$ cat src/rtl/cp0_regs_if.sv
// CP0 access bus between the pipeline and the coprocessor-0 register file.
// master: pipeline / interrupt-controller side (drives requests, sees results)
// slave : cp0_regs (consumes requests, returns dout, int_req, epc_out)
interface cp0_regs_if #(
    parameter int unsigned HW_INT_W = 6
);
    logic                we;
    logic [4:0]          addr;
    logic [31:0]         din;
    logic [31:0]         dout;
    logic [HW_INT_W-1:0] hw_int;
    logic [31:0]         pc_in;
    logic                bd_in;
    logic [4:0]          exc_code;
    logic                exl_set;
    logic                exl_clr;
    logic                int_req;
    logic [31:0]         epc_out;

    modport master (
        output we, addr, din, hw_int, pc_in, bd_in, exc_code, exl_set, exl_clr,
        input  dout, int_req, epc_out
    );

    modport slave (
        input  we, addr, din, hw_int, pc_in, bd_in, exc_code, exl_set, exl_clr,
        output dout, int_req, epc_out
    );
endinterface

$ cat src/rtl/cp0_regs.sv
// Coprocessor-0 register file: SR(12), Cause(13), EPC(14), PrID(15).
// Ports:
//   clk  - clock, state updates on rising edge
//   rst  - synchronous active-high reset
//   bus  - cp0_regs_if.slave: mtc0/mfc0 access (we, addr, din, dout),
//          exception entry/exit (pc_in, bd_in, exc_code, exl_set, exl_clr),
//          interrupt lines (hw_int) and results (int_req, epc_out).
// dout and int_req are combinational from registered state; epc_out is a register.
module cp0_regs #(
    parameter int unsigned HW_INT_W = 6,
    parameter logic [31:0] PRID_VAL = 32'h4D4D_0001
) (
    input logic        clk,
    input logic        rst,
    cp0_regs_if.slave  bus
);
    localparam int unsigned IP_LSB   = 10;
    localparam logic [4:0]  ADDR_SR    = 5'd12;
    localparam logic [4:0]  ADDR_CAUSE = 5'd13;
    localparam logic [4:0]  ADDR_EPC   = 5'd14;
    localparam logic [4:0]  ADDR_PRID  = 5'd15;
    localparam logic [31:0] WORD_MASK  = 32'hFFFF_FFFC;

    // SR fields
    logic [HW_INT_W-1:0] im_q;
    logic                exl_q;
    logic                ie_q;
    // Cause fields
    logic                bd_q;
    logic [HW_INT_W-1:0] ip_q;
    logic [4:0]          exc_code_q;
    // EPC, low two bits always zero
    logic [31:0]         epc_q;

    logic [31:0] sr_val;
    logic [31:0] cause_val;
    logic        int_req_c;
    logic [31:0] epc_entry;

    // Pending enabled interrupt, from registered state only
    assign int_req_c = (|(ip_q & im_q)) & ie_q & ~exl_q;

    // Faulting PC word-aligned; a delay-slot fault returns to the branch (wraps mod 2^32)
    assign epc_entry = (bus.pc_in & WORD_MASK) - (bus.bd_in ? 32'd4 : 32'd0);

    // Architectural register images
    always_comb begin
        sr_val                         = '0;
        sr_val[IP_LSB +: HW_INT_W]     = im_q;
        sr_val[1]                      = exl_q;
        sr_val[0]                      = ie_q;
        cause_val                      = '0;
        cause_val[31]                  = bd_q;
        cause_val[IP_LSB +: HW_INT_W]  = ip_q;
        cause_val[6:2]                 = exc_code_q;
    end

    // mfc0 read mux, no write bypass
    always_comb begin
        bus.dout = 32'h0;
        case (bus.addr)
            ADDR_SR:    bus.dout = sr_val;
            ADDR_CAUSE: bus.dout = cause_val;
            ADDR_EPC:   bus.dout = epc_q;
            ADDR_PRID:  bus.dout = PRID_VAL;
            default:    bus.dout = 32'h0;
        endcase
    end

    assign bus.int_req = int_req_c;
    assign bus.epc_out = epc_q;

    // State update: rst > exl_set (flushes mtc0) > exl_clr / mtc0 (SR write overrides exl_clr)
    always_ff @(posedge clk) begin
        if (rst) begin
            im_q       <= '0;
            exl_q      <= 1'b0;
            ie_q       <= 1'b0;
            bd_q       <= 1'b0;
            ip_q       <= '0;
            exc_code_q <= 5'd0;
            epc_q      <= 32'h0;
        end else begin
            ip_q <= bus.hw_int;
            if (bus.exl_set) begin
                exl_q      <= 1'b1;
                bd_q       <= bus.bd_in;
                epc_q      <= epc_entry;
                exc_code_q <= int_req_c ? 5'd0 : bus.exc_code;
            end else begin
                if (bus.exl_clr) begin
                    exl_q <= 1'b0;
                end
                if (bus.we && (bus.addr == ADDR_SR)) begin
                    im_q  <= bus.din[IP_LSB +: HW_INT_W];
                    exl_q <= bus.din[1];
                    ie_q  <= bus.din[0];
                end
                if (bus.we && (bus.addr == ADDR_EPC)) begin
                    epc_q <= bus.din & WORD_MASK;
                end
            end
        end
    end
endmodule
$ cat src/flat_wrapper.sv
// flat-port wrapper written by rule: the top's interface ports become plain ports
module cp0_regs_flat 
#(
    parameter int unsigned HW_INT_W = 6,
    parameter logic [31:0] PRID_VAL = 32'h4D4D_0001
)
  (clk, rst, bus_we, bus_addr, bus_din, bus_hw_int, bus_pc_in, bus_bd_in, bus_exc_code, bus_exl_set, bus_exl_clr, bus_dout, bus_int_req, bus_epc_out);
  cp0_regs_if #(.HW_INT_W(HW_INT_W)) bus_i ();
  input logic clk;
  input logic rst;
  input wire logic [$bits(bus_i.we)-1:0] bus_we;
  input wire logic [$bits(bus_i.addr)-1:0] bus_addr;
  input wire logic [$bits(bus_i.din)-1:0] bus_din;
  input wire logic [$bits(bus_i.hw_int)-1:0] bus_hw_int;
  input wire logic [$bits(bus_i.pc_in)-1:0] bus_pc_in;
  input wire logic [$bits(bus_i.bd_in)-1:0] bus_bd_in;
  input wire logic [$bits(bus_i.exc_code)-1:0] bus_exc_code;
  input wire logic [$bits(bus_i.exl_set)-1:0] bus_exl_set;
  input wire logic [$bits(bus_i.exl_clr)-1:0] bus_exl_clr;
  output wire logic [$bits(bus_i.dout)-1:0] bus_dout;
  output wire logic [$bits(bus_i.int_req)-1:0] bus_int_req;
  output wire logic [$bits(bus_i.epc_out)-1:0] bus_epc_out;
  assign bus_i.we = bus_we;
  assign bus_i.addr = bus_addr;
  assign bus_i.din = bus_din;
  assign bus_i.hw_int = bus_hw_int;
  assign bus_i.pc_in = bus_pc_in;
  assign bus_i.bd_in = bus_bd_in;
  assign bus_i.exc_code = bus_exc_code;
  assign bus_i.exl_set = bus_exl_set;
  assign bus_i.exl_clr = bus_exl_clr;
  assign bus_dout = bus_i.dout;
  assign bus_int_req = bus_i.int_req;
  assign bus_epc_out = bus_i.epc_out;
  cp0_regs #(.HW_INT_W(HW_INT_W), .PRID_VAL(PRID_VAL)) u_core (.clk(clk), .rst(rst), .bus(bus_i));
endmodule
$ cat config.mk
export PLATFORM = sky130hd
export DESIGN_NAME = cp0_regs_flat
export DESIGN_NICKNAME = d
export VERILOG_FILES = /design/src/rtl/cp0_regs_if.sv /design/src/rtl/cp0_regs.sv /design/src/flat_wrapper.sv
export SDC_FILE = /design/constraint.sdc
export NUM_CORES = 1
export LEC_CHECK = 0
export BUFFER_PORTS_ARGS = -buffer_cell sky130_fd_sc_hd__buf_2
export CORE_AREA = 2 2 84 86
export CTS_CLUSTER_SIZE = 24
export DETAILED_ROUTE_END_ITERATION = 16
export DIE_AREA = 0 0 86 88
export PLACE_DENSITY = 0.92
export RECOVER_POWER = 25
export SETUP_SLACK_MARGIN = 0.3
export SLEW_MARGIN = 20
export SYNTH_ARGS = -nofsm -noshare
export SYNTH_HDL_FRONTEND = slang
export SYNTH_SLANG_ARGS = --single-unit
$ cat constraint.sdc
create_clock -name clk -period 4 [get_ports clk]
set_input_delay 0.4 -clock clk [delete_from_list [all_inputs] [get_ports clk]]
set_output_delay 0.4 -clock clk [all_outputs]
set_load 0.02 [all_outputs]
==> out/metrics.yaml <==
status: "complete, but fails checks"
violations: "capacitance limit, slew limit"
track_usage: 0.279
worstSetupEndpointType: "register"
required_ns: 4.08
worstRegToRegCells: 4
drtIter0Drc: 282
setup_viol: 0
cts_buffers: 5
io_pins: 151
drive_gt1_frac: 0.278
synth_top_area_cell: "dfxtp_1"
power.share.sequential: 0.498
grt_start_max_net_pins: 62
finClkSkew_ns: 0.00683
worst_skew_pair.late_latency_ns: 0.30
r2r_slack_ns: 2.34
clkPwrFrac: 0.276
worstPathCellList: "buf_2 > and3b_1 > nand2_1 > buf_4 > a211oi_1 > a211oi_1"
hold_ws_ns: 0.319
overflow: 0
die_w_um: 86
rows: 30
multi_input_comb_area_um2: 2090
reg2reg_from: "u_core.im_q[0]"
start_util: 0.487
tightest_slew_ns: 2.23
cts-resized-gates: 0
p_per_area_nw_per_um2: 275
die_h_um: 88
p_sw_uw: 347
ys_top_cells_by_count: "52 x nor2_1, 50 x dfxtp_1, 39 x a211oi_1, 28 x and3_1, 23 x clkbuf_1"
yosysWarnings: 0
rsz0062_at_grt: "false"
die_area_um2: 7570
crit_slowest_cell: "and3b_1"
htreeDepth: 2
synth_cell_type_count: 50
relSlewSlack: -0.484
ys.flop_type: "dfxtp_1"
clock.fmax_mhz: 387
viasPerCell: 6.14
n_antenna_cell: 0
critPathLaunchType: "input port"
ir_drop_mv: 0.120
io_buffers: 146
hpwlAfterDp_mm: 8.21
numClockSinks: 50
cp.depth: 6
async_reset_ff_frac: 0
synth_seq_area_share: 0.309
firstDrtPassIters: 5
syn_area_um2: 3240
critPathBufInv: 2
timing.setup.tns_ns: 0
netlist_instances: 408
synth_edf_count: 0
maxCapViolations: 1
p_total_uw: 1110
final_hold_viol_count: 0
synth_most_common_cell: "nor2_1"
cpMostUsedCell: "a211oi_1"
cp_data_arrival_time_ns: 2.67
nFillCells: 623
syn2layout_area_growth_pct: 24.6
grt_pass1_wl_mm: 16.9
place_congestion: 0.894
grt_pass1_vias: 3360
path_max_fanout: 30
crit_end: "u_core.bus.epc_out[5]"
fin_crit_sh: 0.647
post_cts_buffers: 0
antenna_found_initial: 0
hold_path.class: "in2reg"
root_buffer: "clkbuf_8"
wirelength_mm: 11.1
ctsHoldBuffers: 0
wl_per_cell_um: 18.0
p_leak_uw: 0.00177
period_needed_ns: 2.59
critical-path-top-delay-family: "simple AND/OR/NAND/NOR gates"
core_um2: 6640
syn_area_per_cell_um2: 7.93
drcViolationCount: 0
synth_seq_cells: 50
r2r_end: "u_core.exc_code_q[4]"
p_comb_frac: 0.225
switching_share: 0.314
num-nets-final: 623
crit_type: "in2reg"
max-clock-path-buffers: 2
maxSlewViolCount: 51
register_area_um2: 1000
crit_path_max_incr_delay_ns: 0.91
crit_path_start: "bus_addr[0]"
antenna_left: 0
clkSlewWorstSetupHoldPaths_ns: 0.09
synth_top_area_share: 0.309
vias: 3782
cts_tree: "yes"
p_int_uw: 760
synthTopCellsByArea: "dfxtp_1 31%, a211oi_1 9.0%, nor2_1 6.0%, and3_1 5.4%, mux2i_1 4.6%"
## layer usage
| metal | vias to the layer above | global-route usage | routed length (um) |
|---|---|---|---|
| met5 | - | 0 | 0 |
| met4 | 0 | 0.0823 | 253 |
| met3 | 22 | 0.0320 | 919 |
| met2 | 217 | 0.476 | 5290 |
| met1 | 1754 | 0.373 | 4640 |
| li1 | 1789 | - | - |
## power groups by stage
stage | Clock, uW | Sequential, uW | Combinational, uW
final | 306 | 552 | 249
after global routing | 322 | 555 | 270
after CTS | 306 | 550 | 249
after detailed placement | 0 | 562 | 247
after global placement | 0 | 560 | 243
after floorplan | 0 | 581 | 114
## cells by family (layout without fill, tap and decap cells)
group	Yosys count	count (layout)	synth area share
and+or+nand+nor	194	194	0.338
DFF	50	50	0.309
xor gates and xnor gates	12	12	0.0325
adders and majority gates	2	2	0.00773
muxes	15	15	0.0464
AOI/OAI and AO/OA	99	99	0.219
other	1	2	0.00116
buffers and inverters	35	162	0.0456
## how the worst min path moves through the flow
| stage | start | endpoint | slack [ns] | depth (start not counted) |
|---|---|---|---|---|
| global placement | u_core.exc_code_q[0] | u_core.exc_code_q[0] | 0.45 | 2 |
| CTS | bus_hw_int[0] | u_core.ip_q[0] | 0.31 | 2 |
| global route | bus_hw_int[4] | u_core.ip_q[4] | 0.33 | 2 |
| floorplan | u_core.exc_code_q[0] | u_core.exc_code_q[0] | 0.44 | 2 |
| finish | bus_hw_int[1] | u_core.ip_q[1] | 0.32 | 2 |
| detailed placement | u_core.exc_code_q[3] | u_core.exc_code_q[3] | 0.45 | 2 |
## per-stage QoR
| stage | instances | instance area, um2 | setup slack [ns] | utilization |
|---|---|---|---|---|
| after detailed placement | 608 | 3970 | 1.23 | 0.597 |
| after global placement | 608 | 3970 | 1.28 | 0.597 |
| after CTS | 616 | 4060 | 1.49 | 0.611 |
| final | 616 | 4030 | 1.41 | 0.607 |
| after floorplan | 409 | 3240 | 1.65 | - |
| after global routing | 616 | 4030 | 1.27 | 0.607 |
## cell usage in the layout, fill, tap and decap left out, types with 9 or more instances in the layout
master / Yosys / routed
a21oi_1: 12 / 12
nor2_1: 52 / 52
mux2i_1: 15 / 15
a311oi_1: 11 / 11
clkbuf_1: 23 / 22
nor3_1: 10 / 10
buf_2: 1 / 125
and3_1: 28 / 28
and2_1: 10 / 10
o21ai_0: 9 / 9
or4_1: 13 / 13
nand2_1: 19 / 19
dfxtp_1: 50 / 50
a211oi_1: 39 / 39
a22oi_1: 9 / 9
## cell type report
class | count | area share
multi-input cells | 324 | 0.518
flip-flops and latches | 50 | 0.248
repair buffers | 150 | 0.182
well taps | 80 | 0.0248
clock buffers | 7 | 0.0214
inverters | 4 | 0.00372
clock inverters | 1 | 0.00124
## sequential cells by signal, indices dropped and copies added, names as in the netlist
signal / flops
u_core.ip_q: 6
u_core.exc_code_q: 5
u_core.bd_q: 1
u_core.im_q: 6
u_core.bus.epc_out: 30
u_core.exl_q: 1
u_core.ie_q: 1
(Power assumes the default switching activity.)
